## src/rtl/arbitro_qos_if.sv

```systemverilog
// FIFO-bank side of the QoS arbiter: empty flags and downstream back-pressure
// in, one-hot pop and the selected queue index out.
interface arbitro_qos_if #(
   parameter int QUEUE_QUANTITY = 4
);
   localparam int QW = $clog2(QUEUE_QUANTITY);

   logic [QUEUE_QUANTITY-1:0] fifo_empty;
   logic                      down_full;
   logic [QUEUE_QUANTITY-1:0] pop;
   logic [QW-1:0]             sel;
   logic                      valid;

   modport master (
      output fifo_empty, down_full,
      input  pop, sel, valid
   );

   modport slave (
      input  fifo_empty, down_full,
      output pop, sel, valid
   );
endinterface

```

## src/rtl/arbitro_qos.sv

```systemverilog
// QoS pop arbiter: round-robin, weighted round-robin and table-driven modes.
// Optional ARBITRO_PRIO0_EN gives queue 0 strict priority over every mode.
module arbitro_qos #(
   parameter int QUEUE_QUANTITY    = 4,
   parameter int MAX_WEIGHT        = 64,
   parameter int TABLE_SIZE        = 8,
   parameter int TIPOS_ROUND_ROBIN = 3,
   localparam int WW = $clog2(MAX_WEIGHT),
   localparam int MW = $clog2(TIPOS_ROUND_ROBIN),
   localparam int QW = $clog2(QUEUE_QUANTITY),
   localparam int TW = $clog2(TABLE_SIZE)
) (
   input  logic                         clk,
   input  logic                         rst,
   input  logic                         enb,
   input  logic                         iniciar,
   input  logic [MW-1:0]                seleccion_roundRobin,
   input  logic [QUEUE_QUANTITY*WW-1:0] pesos,
   input  logic [TABLE_SIZE*WW-1:0]     pesosArbitraje,
   input  logic [TABLE_SIZE*QW-1:0]     selecciones,
   arbitro_qos_if.slave                 bus
);

   localparam logic [MW-1:0] MODE_WRR   = MW'(1);
   localparam logic [MW-1:0] MODE_TABLE = MW'(2);

   logic [QW-1:0] ptr, ptr_n;
   logic [TW-1:0] tidx, tidx_n;
   logic [WW-1:0] cnt, cnt_n;

   logic [QUEUE_QUANTITY-1:0] empty;
   logic                      found;
   logic [QW-1:0]             g, idx;
   logic [WW-1:0]             c, w;
   logic [TW-1:0]             te, tj;
   logic                      reached;

   assign empty = bus.fifo_empty;

   // NOTE: every variable gets a default at the top so no path through the
   // case/loop structure can leave one unassigned and infer a latch.
   always_comb begin
      found   = 1'b0;
      g       = '0;
      idx     = '0;
      c       = '0;
      w       = '0;
      te      = tidx;
      tj      = '0;
      reached = 1'b0;
      ptr_n   = ptr;
      tidx_n  = tidx;
      cnt_n   = cnt;

      if (rst && enb && iniciar) begin
         ptr_n  = '0;
         tidx_n = '0;
         cnt_n  = '0;
      end else if (rst && enb && !bus.down_full) begin
`ifdef ARBITRO_PRIO0_EN
         if (!empty[0]) begin
            found = 1'b1;
            g     = '0;
         end else
`endif
         case (seleccion_roundRobin)
            MODE_WRR: begin
               // Current queue keeps its burst count; a skip restarts it at zero.
               if (pesos[ptr*WW +: WW] != '0 && !empty[ptr]) begin
                  found = 1'b1;
                  g     = ptr;
                  c     = cnt;
               end else begin
                  for (int k = 1; k < QUEUE_QUANTITY; k++) begin
                     idx = ptr + QW'(k);
                     if (!found && pesos[idx*WW +: WW] != '0 && !empty[idx]) begin
                        found = 1'b1;
                        g     = idx;
                     end
                  end
               end
               if (found) begin
                  w       = pesos[g*WW +: WW];
                  reached = ({1'b0, c} + (WW+1)'(1)) >= {1'b0, w};
                  ptr_n   = reached ? g + QW'(1) : g;
                  cnt_n   = reached ? '0 : c + WW'(1);
               end
            end
            MODE_TABLE: begin
               if (pesosArbitraje[tidx*WW +: WW] != '0 && !empty[selecciones[tidx*QW +: QW]]) begin
                  found = 1'b1;
                  c     = cnt;
               end else begin
                  for (int k = 1; k < TABLE_SIZE; k++) begin
                     tj = tidx + TW'(k);
                     if (!found && pesosArbitraje[tj*WW +: WW] != '0 &&
                         !empty[selecciones[tj*QW +: QW]]) begin
                        found = 1'b1;
                        te    = tj;
                     end
                  end
               end
               if (found) begin
                  g       = selecciones[te*QW +: QW];
                  w       = pesosArbitraje[te*WW +: WW];
                  reached = ({1'b0, c} + (WW+1)'(1)) >= {1'b0, w};
                  tidx_n  = reached ? te + TW'(1) : te;
                  cnt_n   = reached ? '0 : c + WW'(1);
               end
            end
            default: begin
               // Plain round-robin; the unused mode encoding lands here too.
               for (int k = 0; k < QUEUE_QUANTITY; k++) begin
                  idx = ptr + QW'(k);
                  if (!found && !empty[idx]) begin
                     found = 1'b1;
                     g     = idx;
                  end
               end
               if (found) ptr_n = g + QW'(1);
            end
         endcase
      end
   end

   // NOTE: state registers use non-blocking assignments so every flop samples
   // the pre-edge values computed above, independent of statement order.
   always_ff @(posedge clk) begin
      if (!rst) begin
         ptr  <= '0;
         tidx <= '0;
         cnt  <= '0;
      end else begin
         ptr  <= ptr_n;
         tidx <= tidx_n;
         cnt  <= cnt_n;
      end
   end

   assign bus.pop   = found ? (QUEUE_QUANTITY'(1) << g) : '0;
   assign bus.sel   = found ? g : '0;
   assign bus.valid = found;

endmodule

```

## src/flat_wrapper.sv

```systemverilog
// flat-port wrapper written by rule: the top's interface ports become plain ports
module arbitro_qos_flat 
#(
   parameter int QUEUE_QUANTITY    = 4,
   parameter int MAX_WEIGHT        = 64,
   parameter int TABLE_SIZE        = 8,
   parameter int TIPOS_ROUND_ROBIN = 3,
   localparam int WW = $clog2(MAX_WEIGHT),
   localparam int MW = $clog2(TIPOS_ROUND_ROBIN),
   localparam int QW = $clog2(QUEUE_QUANTITY),
   localparam int TW = $clog2(TABLE_SIZE)
)
  (clk, rst, enb, iniciar, seleccion_roundRobin, pesos, pesosArbitraje, selecciones, bus_fifo_empty, bus_down_full, bus_pop, bus_sel, bus_valid);
  arbitro_qos_if #(.QUEUE_QUANTITY(QUEUE_QUANTITY)) bus_i ();
  input  logic clk;
  input  logic rst;
  input  logic enb;
  input  logic iniciar;
  input  logic [MW-1:0] seleccion_roundRobin;
  input  logic [QUEUE_QUANTITY*WW-1:0] pesos;
  input  logic [TABLE_SIZE*WW-1:0] pesosArbitraje;
  input  logic [TABLE_SIZE*QW-1:0] selecciones;
  input wire logic [$bits(bus_i.fifo_empty)-1:0] bus_fifo_empty;
  input wire logic [$bits(bus_i.down_full)-1:0] bus_down_full;
  output wire logic [$bits(bus_i.pop)-1:0] bus_pop;
  output wire logic [$bits(bus_i.sel)-1:0] bus_sel;
  output wire logic [$bits(bus_i.valid)-1:0] bus_valid;
  assign bus_i.fifo_empty = bus_fifo_empty;
  assign bus_i.down_full = bus_down_full;
  assign bus_pop = bus_i.pop;
  assign bus_sel = bus_i.sel;
  assign bus_valid = bus_i.valid;
  arbitro_qos #(.QUEUE_QUANTITY(QUEUE_QUANTITY), .MAX_WEIGHT(MAX_WEIGHT), .TABLE_SIZE(TABLE_SIZE), .TIPOS_ROUND_ROBIN(TIPOS_ROUND_ROBIN)) u_core (.clk(clk), .rst(rst), .enb(enb), .iniciar(iniciar), .seleccion_roundRobin(seleccion_roundRobin), .pesos(pesos), .pesosArbitraje(pesosArbitraje), .selecciones(selecciones), .bus(bus_i));
endmodule
```

## config.mk

```make
export PLATFORM = sky130hd
export DESIGN_NAME = arbitro_qos_flat
export DESIGN_NICKNAME = d
export VERILOG_FILES = /design/src/rtl/arbitro_qos_if.sv /design/src/rtl/arbitro_qos.sv /design/src/flat_wrapper.sv
export SDC_FILE = /design/constraint.sdc
export NUM_CORES = 1
export LEC_CHECK = 0
export CORE_MARGIN = 2
export CORE_UTILIZATION = 55
export CTS_BUF_LIST = sky130_fd_sc_hd__clkbuf_4 sky130_fd_sc_hd__clkbuf_8
export CTS_CLUSTER_DIAMETER = 120
export DETAILED_ROUTE_END_ITERATION = 8
export PLACE_DENSITY = 0.95
export SLEW_MARGIN = 20
export SYNTH_ARGS = -nofsm -noshare
export SYNTH_HDL_FRONTEND = slang
export SYNTH_SLANG_ARGS = --single-unit
```

## constraint.sdc

```tcl
create_clock -name clk -period 21.6 [get_ports clk]
set_input_delay 6.48 -clock clk [delete_from_list [all_inputs] [get_ports clk]]
set_output_delay 6.48 -clock clk [all_outputs]
set_load 0.01 [all_outputs]
```

==> impl_metrics.py, run 1 <==
metrics = {
    "run_status": {
        "status": "finished, final reports clean",
    },
    "logic_synthesis": {
        "ys_seq_elements": 11,
        "synth.top_cell.area_share_pct": 18.56,
        "synthTopCellsByArea": "mux2i_1, mux4_2, nor2_1, ha_1, dfxtp_1",
        "ys_warn_count": 0,
        "syn-num-nets": 678,
        "synth-edff-count": 0,
        "synth-main-ff-cell": "dfxtp_1",
        "async_reset_ff_share_pct": 0,
        "ys_seq_area_share_pct": 4.862,
        "syn_area_per_cell_um2": 8.088,
        "synth_cells": 560,
        "ys_types": 76,
        "synth_top_area_cell": "mux2i_1",
        "syn_area_um2": 4529,
    },
    "placed_design": {
        "gp_routability_congestion": 1.027,
        "place_hpwl_mm": 11.70,
        "dp_worst_setup_slack_ns": 3.281,
        "io_buffers": 105,
        "dp_cells": 743,
    },
    "detailed_routing": {
        "dr.first_iter.drc_count": 467,
        "totalWireLength_mm": 15.02,
        "wl_per_cell_um": 20.11,
        "first_pass_iters": 6,
        "drc": 0,
        "vias": 5150,
        "routed_via_density": 6.894,
        "antenna_left": 0,
    },
    "worst_setup_path": {
        "crit_start": "selecciones[15]",
        "arrival_ns": 11.22,
        "path_class": "input pin to primary output",
        "r2r-start": "u_core.tidx[0]",
        "startpoint_type": "input pin",
        "cpMostUsedCell": "mux2i_1",
        "end_kind": "primary output",
        "crit_fanout": 13,
        "cp.required_ns": 15.12,
        "slowest_stage": "a221oi_2",
        "crit_path_max_incr_delay_ns": 0.64,
        "path_cells": "clkdlybuf4s50_1 > mux4_2 > mux2i_1 > mux2i_1 > mux2i_1 > a21oi_2 > a221o_1 > a31oi_1 > a221oi_2 > inv_2 > o211ai_1 > and3_1 > and4_1 > clkdlybuf4s50_1",
    },
    "grt": {
        "gr-total-overflow": 0,
        "grt_pass1_wl_mm": 23.55,
        "grt_max_degree": 38,
        "antenna_found_initial": 0,
        "grt_usage_pct": 32.70,
        "grt_pass1_vias": 4868,
    },
    "floorplanning": {
        "dieArea_um2": 8977,
        "io_pins": 106,
        "start_util_pct": 55.97,
        "floorplan.die.width_um": 94.75,
        "die_y_um": 94.75,
        "coreArea_um2": 8093,
        "rows": 33,
    },
    "clock_network": {
        "cts-root-buf": "clkbuf_8",
        "cts_tree": "yes",
        "cts.sinks": 11,
        "holdBufCountCts": 0,
        "clkTransAtPathRegs_ns": 0.06,
        "clock_latency_ns": 0.25,
        "post-cts-setup-buffer-count": 0,
        "numCtsBuffers": 3,
        "h-tree-depth": 1,
        "ctsResizeCount": 0,
        "cts_buffer_depth": 2,
    },
    "layout": {
        "syn2layout_area_growth_pct": 23.81,
        "finish.utilization_pct": 69.30,
        "final_common_cell": "clkdlybuf4s50_1",
        "instances_no_fill": 747,
        "layout_common_cells": "clkdlybuf4s50_1, mux2i_1, nor2_1, nand2_1, a21oi_1",
        "antenna_cells": 0,
        "final_nets": 761,
        "drive_gt1_share_pct": 11.37,
    },
    "job": {
        "cap_violations": 0,
    },
    "sta": {
        "maxSlewViolCount": 0,
        "skew_ns": 0.0006883,
        "fin_ws_ns": 3.895,
        "tns_ns": 0,
        "rsz0062_at_grt": "false",
        "setup_viol": 0,
        "max-slew-margin-rel_pct": 45.00,
        "hold_viol_final": 0,
        "fin_hold_ws_ns": 0.5450,
        "fin_crit_sh_pct": 81.97,
        "period_minus_slack_ns": 17.70,
        "tightest_slew_ns": 0.8042,
        "fmax_mhz": 56.48,
    },
    "power_and_ir_drop": {
        "ir_drop_mv": 0.02289,
        "p_leak_nw": 2.183,
        "power.density_nw_per_um2": 31.00,
    },
    "min_path": {
        "min_path_type": "register to register",
        "holdCritStartpoint": "u_core.cnt[1]",
    },
}
==> state kept, by name, indices dropped and copies added (netlist names) <==
signal and count:
u_core.cnt 6, u_core.ptr 2, u_core.tidx 3
==> Yosys cell counts, types with 6 or more instances <==
cell type and number:
mux2_2 17, mux2i_1 84, inv_1 13, o21ai_0 16, a211oi_1 12, clkbuf_1 15
nor2_1 72, o31ai_1 6, and2_1 7, nor4_1 9, nand3_1 10, a22oi_1 10
xnor2_1 8, ha_1 19, dfxtp_1 11, o211ai_1 8, a21oi_1 34, mux4_2 25
nand2_1 37, nor2b_1 7, a31oi_1 7, and3_1 14, nor3_1 8
==> critical path: cells and delay by family <==
| family | cells | cell delay (ns) |
|---|---|---|
| multiplexers | 4 | 1.33 |
| AND/OR/NAND/NOR | 2 | 0.45 |
| buffers and inverters | 3 | 1.33 |
| AO/OA/AOI/OAI | 5 | 1.63 |
==> area by class of cell <==
class	instances	area, um2
inverter	17	63.81
clock buffer	4	48.80
fill	640	2485
tap	105	131.4
multi-input combinational	499	4048
sequential	11	220.2
timing repair buffer	111	1096
==> kinds of logic (layout without fill, tap and decap cells) <==
logic type                 Yosys count  after routing  synth area share (%)
DFF                                 11             11                 4.862
adders and majority gates           19             19                 5.249
AOI/OAI and AO/OA                  134            134                 20.33
xor gates and xnor gates            15             15                 3.481
muxes                              134            134                 37.85
and+or+nand+nor                    197            197                 22.35
buffers and inverters               50            132                 5.884
==> routing by layer <==
| metal | wire length, um | global-route usage [%] |
|---|---|---|
| met1 | 5880 | 40.65 |
| met2 | 7423 | 56.44 |
| met3 | 1282 | 4.310 |
| met5 | 0 | 0 |
| met4 | 435 | 14.25 |
==> per-stage QoR <==
step                total power, W  cell area (um2)
finish                   0.0001739             5608
global route             0.0001837             5608
global placement         0.0001413             5554
CTS                      0.0001705             5603
floorplan                0.0001077             4529
detailed placement       0.0001462             5554
==> power breakdown <==
part / switching (W) / internal, W / total (W)
clock: 0.00000990 / 0.0000143 / 0.0000242
combinational: 0.0000679 / 0.0000600 / 0.000128
sequential: 0.000000881 / 0.0000208 / 0.0000217
==> final timing paths <==
path / to / slack, ns / cells past startpoint
worst max-delay path: bus_pop[0] / 3.90 / 14
worst max register to register: u_core.cnt[4] / 13.77 / 27
worst min-delay path: u_core.cnt[1] / 0.55 / 2
worst min register to register: u_core.cnt[1] / 0.55 / 2
No activity file was read; power rests on OpenSTA's default activity.
==> run 2, diff against run 1 <==
--- a/config.mk
+++ b/config.mk
@@ -6,7 +6,7 @@
 export NUM_CORES = 1
 export LEC_CHECK = 0
 export CORE_MARGIN = 2
-export CORE_UTILIZATION = 55
+export CORE_UTILIZATION = 53
 export CTS_BUF_LIST = sky130_fd_sc_hd__clkbuf_4 sky130_fd_sc_hd__clkbuf_8
 export CTS_CLUSTER_DIAMETER = 120
 export DETAILED_ROUTE_END_ITERATION = 8
==> constraint.sdc (replaced) <==
create_clock -name clk -period 18.1 [get_ports clk]
set_input_delay 5.43 -clock clk [delete_from_list [all_inputs] [get_ports clk]]
set_output_delay 5.43 -clock clk [all_outputs]
set_load 0.01 [all_outputs]
==> impl_metrics.py, run 2 (same netlist as run 1, synthesis figures left out) <==
metrics = {
    "layout": {
        "n_fill_cell": 619,
        "syn2layout_area_growth_pct": 23.81,
        "drive_gt1_share_pct": 11.37,
        "layout_common_cells": "clkdlybuf4s50_1, mux2i_1, nor2_1, nand2_1, a21oi_1",
        "top_register": "u_core.cnt",
        "largest_reg_flops": 6,
        "final_nets": 761,
        "antenna_cells": 0,
        "finish.utilization_pct": 67.91,
        "final_common_cell": "clkdlybuf4s50_1",
        "instances_no_fill": 747,
        "top_regs": "u_core.cnt x6, u_core.tidx x3, u_core.ptr x2",
    },
    "detailed_routing": {
        "wl_per_cell_um": 19.73,
        "dr.first_iter.drc_count": 654,
        "totalWireLength_mm": 14.74,
        "drc": 0,
        "vias": 5182,
        "first_pass_iters": 6,
        "antenna_left": 0,
        "routed_via_density": 6.937,
    },
    "clock_network": {
        "h-tree-depth": 1,
        "cts.sinks": 11,
        "clkTransAtPathRegs_ns": 0.05,
        "cts-root-buf": "clkbuf_8",
        "numCtsBuffers": 3,
        "holdBufCountCts": 0,
        "cts_buffer_depth": 2,
        "clock_latency_ns": 0.24,
        "ctsResizeCount": 0,
        "cts_tree": "yes",
        "post-cts-setup-buffer-count": 0,
    },
    "min_path": {
        "min_path_type": "register to register",
    },
    "worst_setup_path": {
        "ff2ff_path_depth": 25,
        "reg2reg_slack_ns": 10.26,
        "timing.rr.end": "u_core.cnt[5]",
        "path_class": "input pin to primary output",
        "arrival_ns": 10.20,
        "crit_path_max_incr_delay_ns": 0.58,
        "critical-path-top-delay-family": "compound AO/OA/AOI/OAI gates",
        "cpMostUsedCell": "mux2i_1",
        "path_depth": 14,
        "crit_start": "selecciones[15]",
        "endpoint": "bus_pop[1]",
        "crit_fanout": 31,
        "end_kind": "primary output",
        "path_cells": "clkdlybuf4s50_1 > mux4_2 > mux2i_1 > mux2i_1 > mux2i_1 > a21oi_2 > o31ai_1 > a31oi_1 > o21a_2 > mux2i_1 > mux2i_1 > a31oi_1 > and4b_1 > clkdlybuf4s50_1",
        "startpoint_type": "input pin",
        "r2r-start": "u_core.tidx[0]",
        "slowest_stage": "o21a_2",
        "cp.required_ns": 12.67,
        "path_buf_inv": 2,
    },
    "power_and_ir_drop": {
        "p_sw_share_pct": 44.77,
        "p_comb_share_pct": 74.3,
        "power.share.clock_pct": 13.2,
        "p_int_w": 0.0001137,
        "seqPwrFrac_pct": 12.6,
        "ir_drop_mv": 0.02956,
        "power.density_nw_per_um2": 36.70,
        "power_switching_w": 0.00009213,
        "p_leak_nw": 2.183,
    },
    "floorplanning": {
        "dieArea_um2": 9302,
        "io_pins": 106,
        "coreArea_um2": 8258,
        "rows": 33,
        "start_util_pct": 54.85,
        "die_y_um": 96.45,
        "floorplan.die.width_um": 96.45,
    },
    "sta": {
        "rsz0062_at_grt": "false",
        "fin_ws_ns": 2.470,
        "tns_ns": 0,
        "max-slew-margin-rel_pct": 43.95,
        "fin_hold_ws_ns": 0.5462,
        "setup_viol": 0,
        "maxSlewViolCount": 0,
        "period_minus_slack_ns": 15.63,
        "hold_viol_final": 0,
        "fin_crit_sh_pct": 86.36,
        "fmax_mhz": 63.98,
        "tightest_slew_ns": 0.8348,
        "skew_ns": 0.003454,
    },
    "grt": {
        "gr-total-overflow": 0,
        "grt_max_degree": 38,
        "grt_pass1_vias": 5026,
        "antenna_found_initial": 0,
        "grt_pass1_wl_mm": 23.34,
        "grt_usage_pct": 31.32,
    },
    "placed_design": {
        "io_buffers": 105,
        "gp_routability_congestion": 1.034,
        "dp_worst_setup_slack_ns": 1.902,
        "place_hpwl_mm": 11.60,
        "dp_cells": 743,
    },
    "job": {
        "cap_violations": 0,
    },
    "run_status": {
        "status": "finished, final reports clean",
    },
}
[run 2: layout make-up]
type                       count  area, um2  area share, %
sequential                    11      220.2          3.927
inverter                      17      63.81          1.138
multi-input combinational    499       4048          72.18
tap                          105      131.4          2.343
timing repair buffer         111       1096          19.54
clock buffer                   4      48.80         0.8701
[run 2: per-stage QoR]
step	area (um2)	power, W
2_1_floorplan	4529	0.0001285
3_3_place_gp	5554	0.0001674
3_5_place_dp	5554	0.0001743
4_1_cts	5603	0.0002017
5_1_grt	5608	0.0002184
6_report	5608	0.0002058
[run 2: power groups by stage]
stage	registers, W	clock network, W	logic [W]
after detailed placement	0.0000263	0	0.000148
after floorplan	0.0000258	0	0.000103
after global routing	0.0000259	0.0000280	0.000165
after CTS	0.0000258	0.0000268	0.000149
after global placement	0.0000262	0	0.000141
final	0.0000258	0.0000271	0.000153
[run 2: how the worst min path moves through the flow]
stage	from	to	slack (ns)	depth (start not counted)
floorplan	u_core.cnt[1]	u_core.cnt[1]	0.51	2
global placement	u_core.cnt[5]	u_core.cnt[5]	0.53	2
detailed placement	u_core.cnt[1]	u_core.cnt[1]	0.54	2
CTS	u_core.cnt[1]	u_core.cnt[1]	0.55	2
global route	u_core.cnt[1]	u_core.cnt[1]	0.58	2
finish	u_core.cnt[1]	u_core.cnt[1]	0.55	2
[run 2: worst register-to-register path, delay by kind of cell (launching register included)]
family,cells,cell delay [ns]
AOI/OAI and AO/OA,10,2.42
xor gates and xnor gates,1,0.68
adders and majority gates,2,0.67
buffers and inverters,3,1.16
DFF,1,0.30
muxes,3,1.43
and+or+nand+nor,6,1.04
[run 2: per-layer routing]
layer  GRT usage [%]  up-vias  routed length, um
li1                -     2338                  -
met1           38.13     2404               5628
met2           53.18      371               7000
met3           5.120       69               1541
met4           16.08        0                571
met5               0        -                  0
==> run 3, diff against run 2 <==
==> constraint.sdc (replaced) <==
create_clock -name clk -period 17.2 [get_ports clk]
set_input_delay 5.16 -clock clk [delete_from_list [all_inputs] [get_ports clk]]
set_output_delay 5.16 -clock clk [all_outputs]
set_load 0.01 [all_outputs]
==> impl_metrics.py, run 3 (same netlist as run 1, synthesis figures left out) <==
metrics = {
    "grt": {
        "grt_pass1_wl_mm": 23.32,
        "grt_pass1_vias": 4950,
        "antenna_found_initial": 0,
        "gr-total-overflow": 0,
        "grt_usage_pct": 31.60,
        "grt_max_degree": 38,
    },
    "sta": {
        "fin_crit_sh_pct": 87.69,
        "rsz0062_at_grt": "false",
        "fmax_mhz": 66.30,
        "maxSlewViolCount": 0,
        "skew_ns": 0.001020,
        "fin_hold_ws_ns": 0.5679,
        "tightest_slew_ns": 0.8782,
        "hold_viol_final": 0,
        "max-slew-margin-rel_pct": 41.03,
        "period_minus_slack_ns": 15.08,
        "setup_viol": 0,
        "tns_ns": 0,
    },
    "detailed_routing": {
        "wl_met3_mm": 1.551,
        "vias": 5102,
        "antenna_left": 0,
        "wl_met1_mm": 5.633,
        "routed_via_density": 6.830,
        "first_pass_iters": 5,
        "top_layer": "met4",
        "drc": 0,
        "routed-wl-met2_mm": 7.029,
        "wl_per_cell_um": 19.88,
        "dr.first_iter.drc_count": 499,
        "totalWireLength_mm": 14.85,
    },
    "clock_network": {
        "cts_tree": "yes",
        "clkTransAtPathRegs_ns": 0.05,
        "cts_buffer_depth": 2,
        "holdBufCountCts": 0,
        "numCtsBuffers": 3,
        "post-cts-setup-buffer-count": 0,
        "h-tree-depth": 1,
        "clock_latency_ns": 0.25,
        "cts.sinks": 11,
        "ctsResizeCount": 0,
        "cts-root-buf": "clkbuf_8",
    },
    "layout": {
        "top_register": "u_core.cnt",
        "antenna_cells": 0,
        "largest_reg_flops": 6,
        "drive_gt1_share_pct": 11.37,
        "syn2layout_area_growth_pct": 23.78,
        "top_regs": "u_core.cnt x6, u_core.tidx x3, u_core.ptr x2",
        "final_nets": 761,
        "n_fill_cell": 644,
        "layout_common_cells": "clkdlybuf4s50_1, mux2i_1, nor2_1, nand2_1, a21oi_1",
        "final_common_cell": "clkdlybuf4s50_1",
    },
    "worst_setup_path": {
        "path_buf_inv": 2,
        "crit_fanout": 31,
        "path_cells": "clkdlybuf4s50_1 > nor4_1 > nand2_1 > mux4_2 > mux2i_1 > o22ai_1 > nor3_1 > a31oi_1 > o21a_2 > a21oi_1 > o211ai_1 > and3_1 > and4b_1 > clkdlybuf4s50_1",
        "path_class": "input pin to primary output",
        "end_kind": "primary output",
        "path_depth": 14,
        "ff2ff_path_depth": 26,
        "cpMostUsedCell": "clkdlybuf4s50_1",
        "cp.required_ns": 12.04,
        "startpoint_type": "input pin",
        "slowest_stage": "nor3_1",
        "critical-path-top-delay-family": "simple AND/OR/NAND/NOR gates",
        "crit_path_max_incr_delay_ns": 0.63,
        "arrival_ns": 9.92,
    },
    "floorplanning": {
        "dieArea_um2": 9302,
        "die_y_um": 96.45,
        "io_pins": 106,
        "start_util_pct": 54.85,
        "coreArea_um2": 8258,
        "rows": 33,
        "floorplan.die.width_um": 96.45,
    },
    "power_and_ir_drop": {
        "p_leak_nw": 2.182,
        "ir_drop_mv": 0.02361,
        "power.density_nw_per_um2": 38.94,
    },
    "placed_design": {
        "gp_routability_congestion": 1.016,
        "io_buffers": 105,
        "place_hpwl_mm": 11.74,
    },
    "min_path": {
        "whs_path_depth": 2,
        "min_path_type": "register to register",
    },
    "run_status": {
        "status": "finished, final reports clean",
    },
    "job": {
        "cap_violations": 0,
    },
}
## run 3: path summary, 6_finish.rpt
kind                      start  slack [ns]            end
min               u_core.cnt[5]        0.57  u_core.cnt[5]
max reg2reg      u_core.tidx[0]        9.27  u_core.cnt[0]
max          pesosArbitraje[43]        2.12     bus_pop[1]
min reg2reg       u_core.cnt[5]        0.57  u_core.cnt[5]
## run 3: power breakdown
part / switching, W / internal (W)
Clock: 0.0000112 / 0.0000180
Sequential: 0.00000105 / 0.0000261
Combinational: 0.0000862 / 0.0000758
Total: 0.0000984 / 0.000120
## run 3: area by class of cell
type | instances | area [um2] | area share, %
tap | 105 | 131.4 | 2.343
timing repair buffer | 111 | 1096 | 19.55
sequential | 11 | 220.2 | 3.928
inverter | 17 | 63.81 | 1.138
multi-input combinational | 499 | 4046 | 72.17
clock buffer | 4 | 48.80 | 0.8703
## run 3: layer usage
layer	vias up	global-route usage, %
met4	0	15.02
met3	66	5.198
met2	345	54.40
met1	2362	38.39
li1	2329	-
met5	-	0
## run 3: stage by stage
step / setup WS, ns / utilization [%] / area (um2) / total power [W] / cells
2_1_floorplan: 3.746 / - / 4529 / 0.0001352 / 560
3_3_place_gp: 2.211 / 67.26 / 5554 / 0.0001798 / 743
3_5_place_dp: 2.078 / 67.26 / 5554 / 0.0001854 / 743
4_1_cts: 2.057 / 67.85 / 5603 / 0.0002153 / 747
5_1_grt: 1.901 / 67.89 / 5607 / 0.0002326 / 747
6_report: 2.117 / 67.89 / 5607 / 0.0002183 / 747
## run 3: worst reg2reg max path, cell delays in order (launching register included)
cell and delay (ns):
dfxtp_1 0.31, buf_4 0.42, inv_2 0.35, ha_2 0.92, mux2i_1 0.20, mux4_2 0.54
mux2i_1 0.14, mux2i_1 0.37, a21oi_1 0.18, a211oi_2 0.52, nor4_4 0.13, nor3_4 0.17
buf_4 0.35, mux2_2 0.41, o211ai_1 0.19, o21ai_1 0.14, ha_1 0.31, nand2b_1 0.14
a21o_1 0.18, a21oi_1 0.16, nor2b_1 0.06, o21ai_0 0.14, nand2b_1 0.08, a221oi_1 0.54
and2_0 0.43, a22oi_1 0.15, a211oi_1 0.30
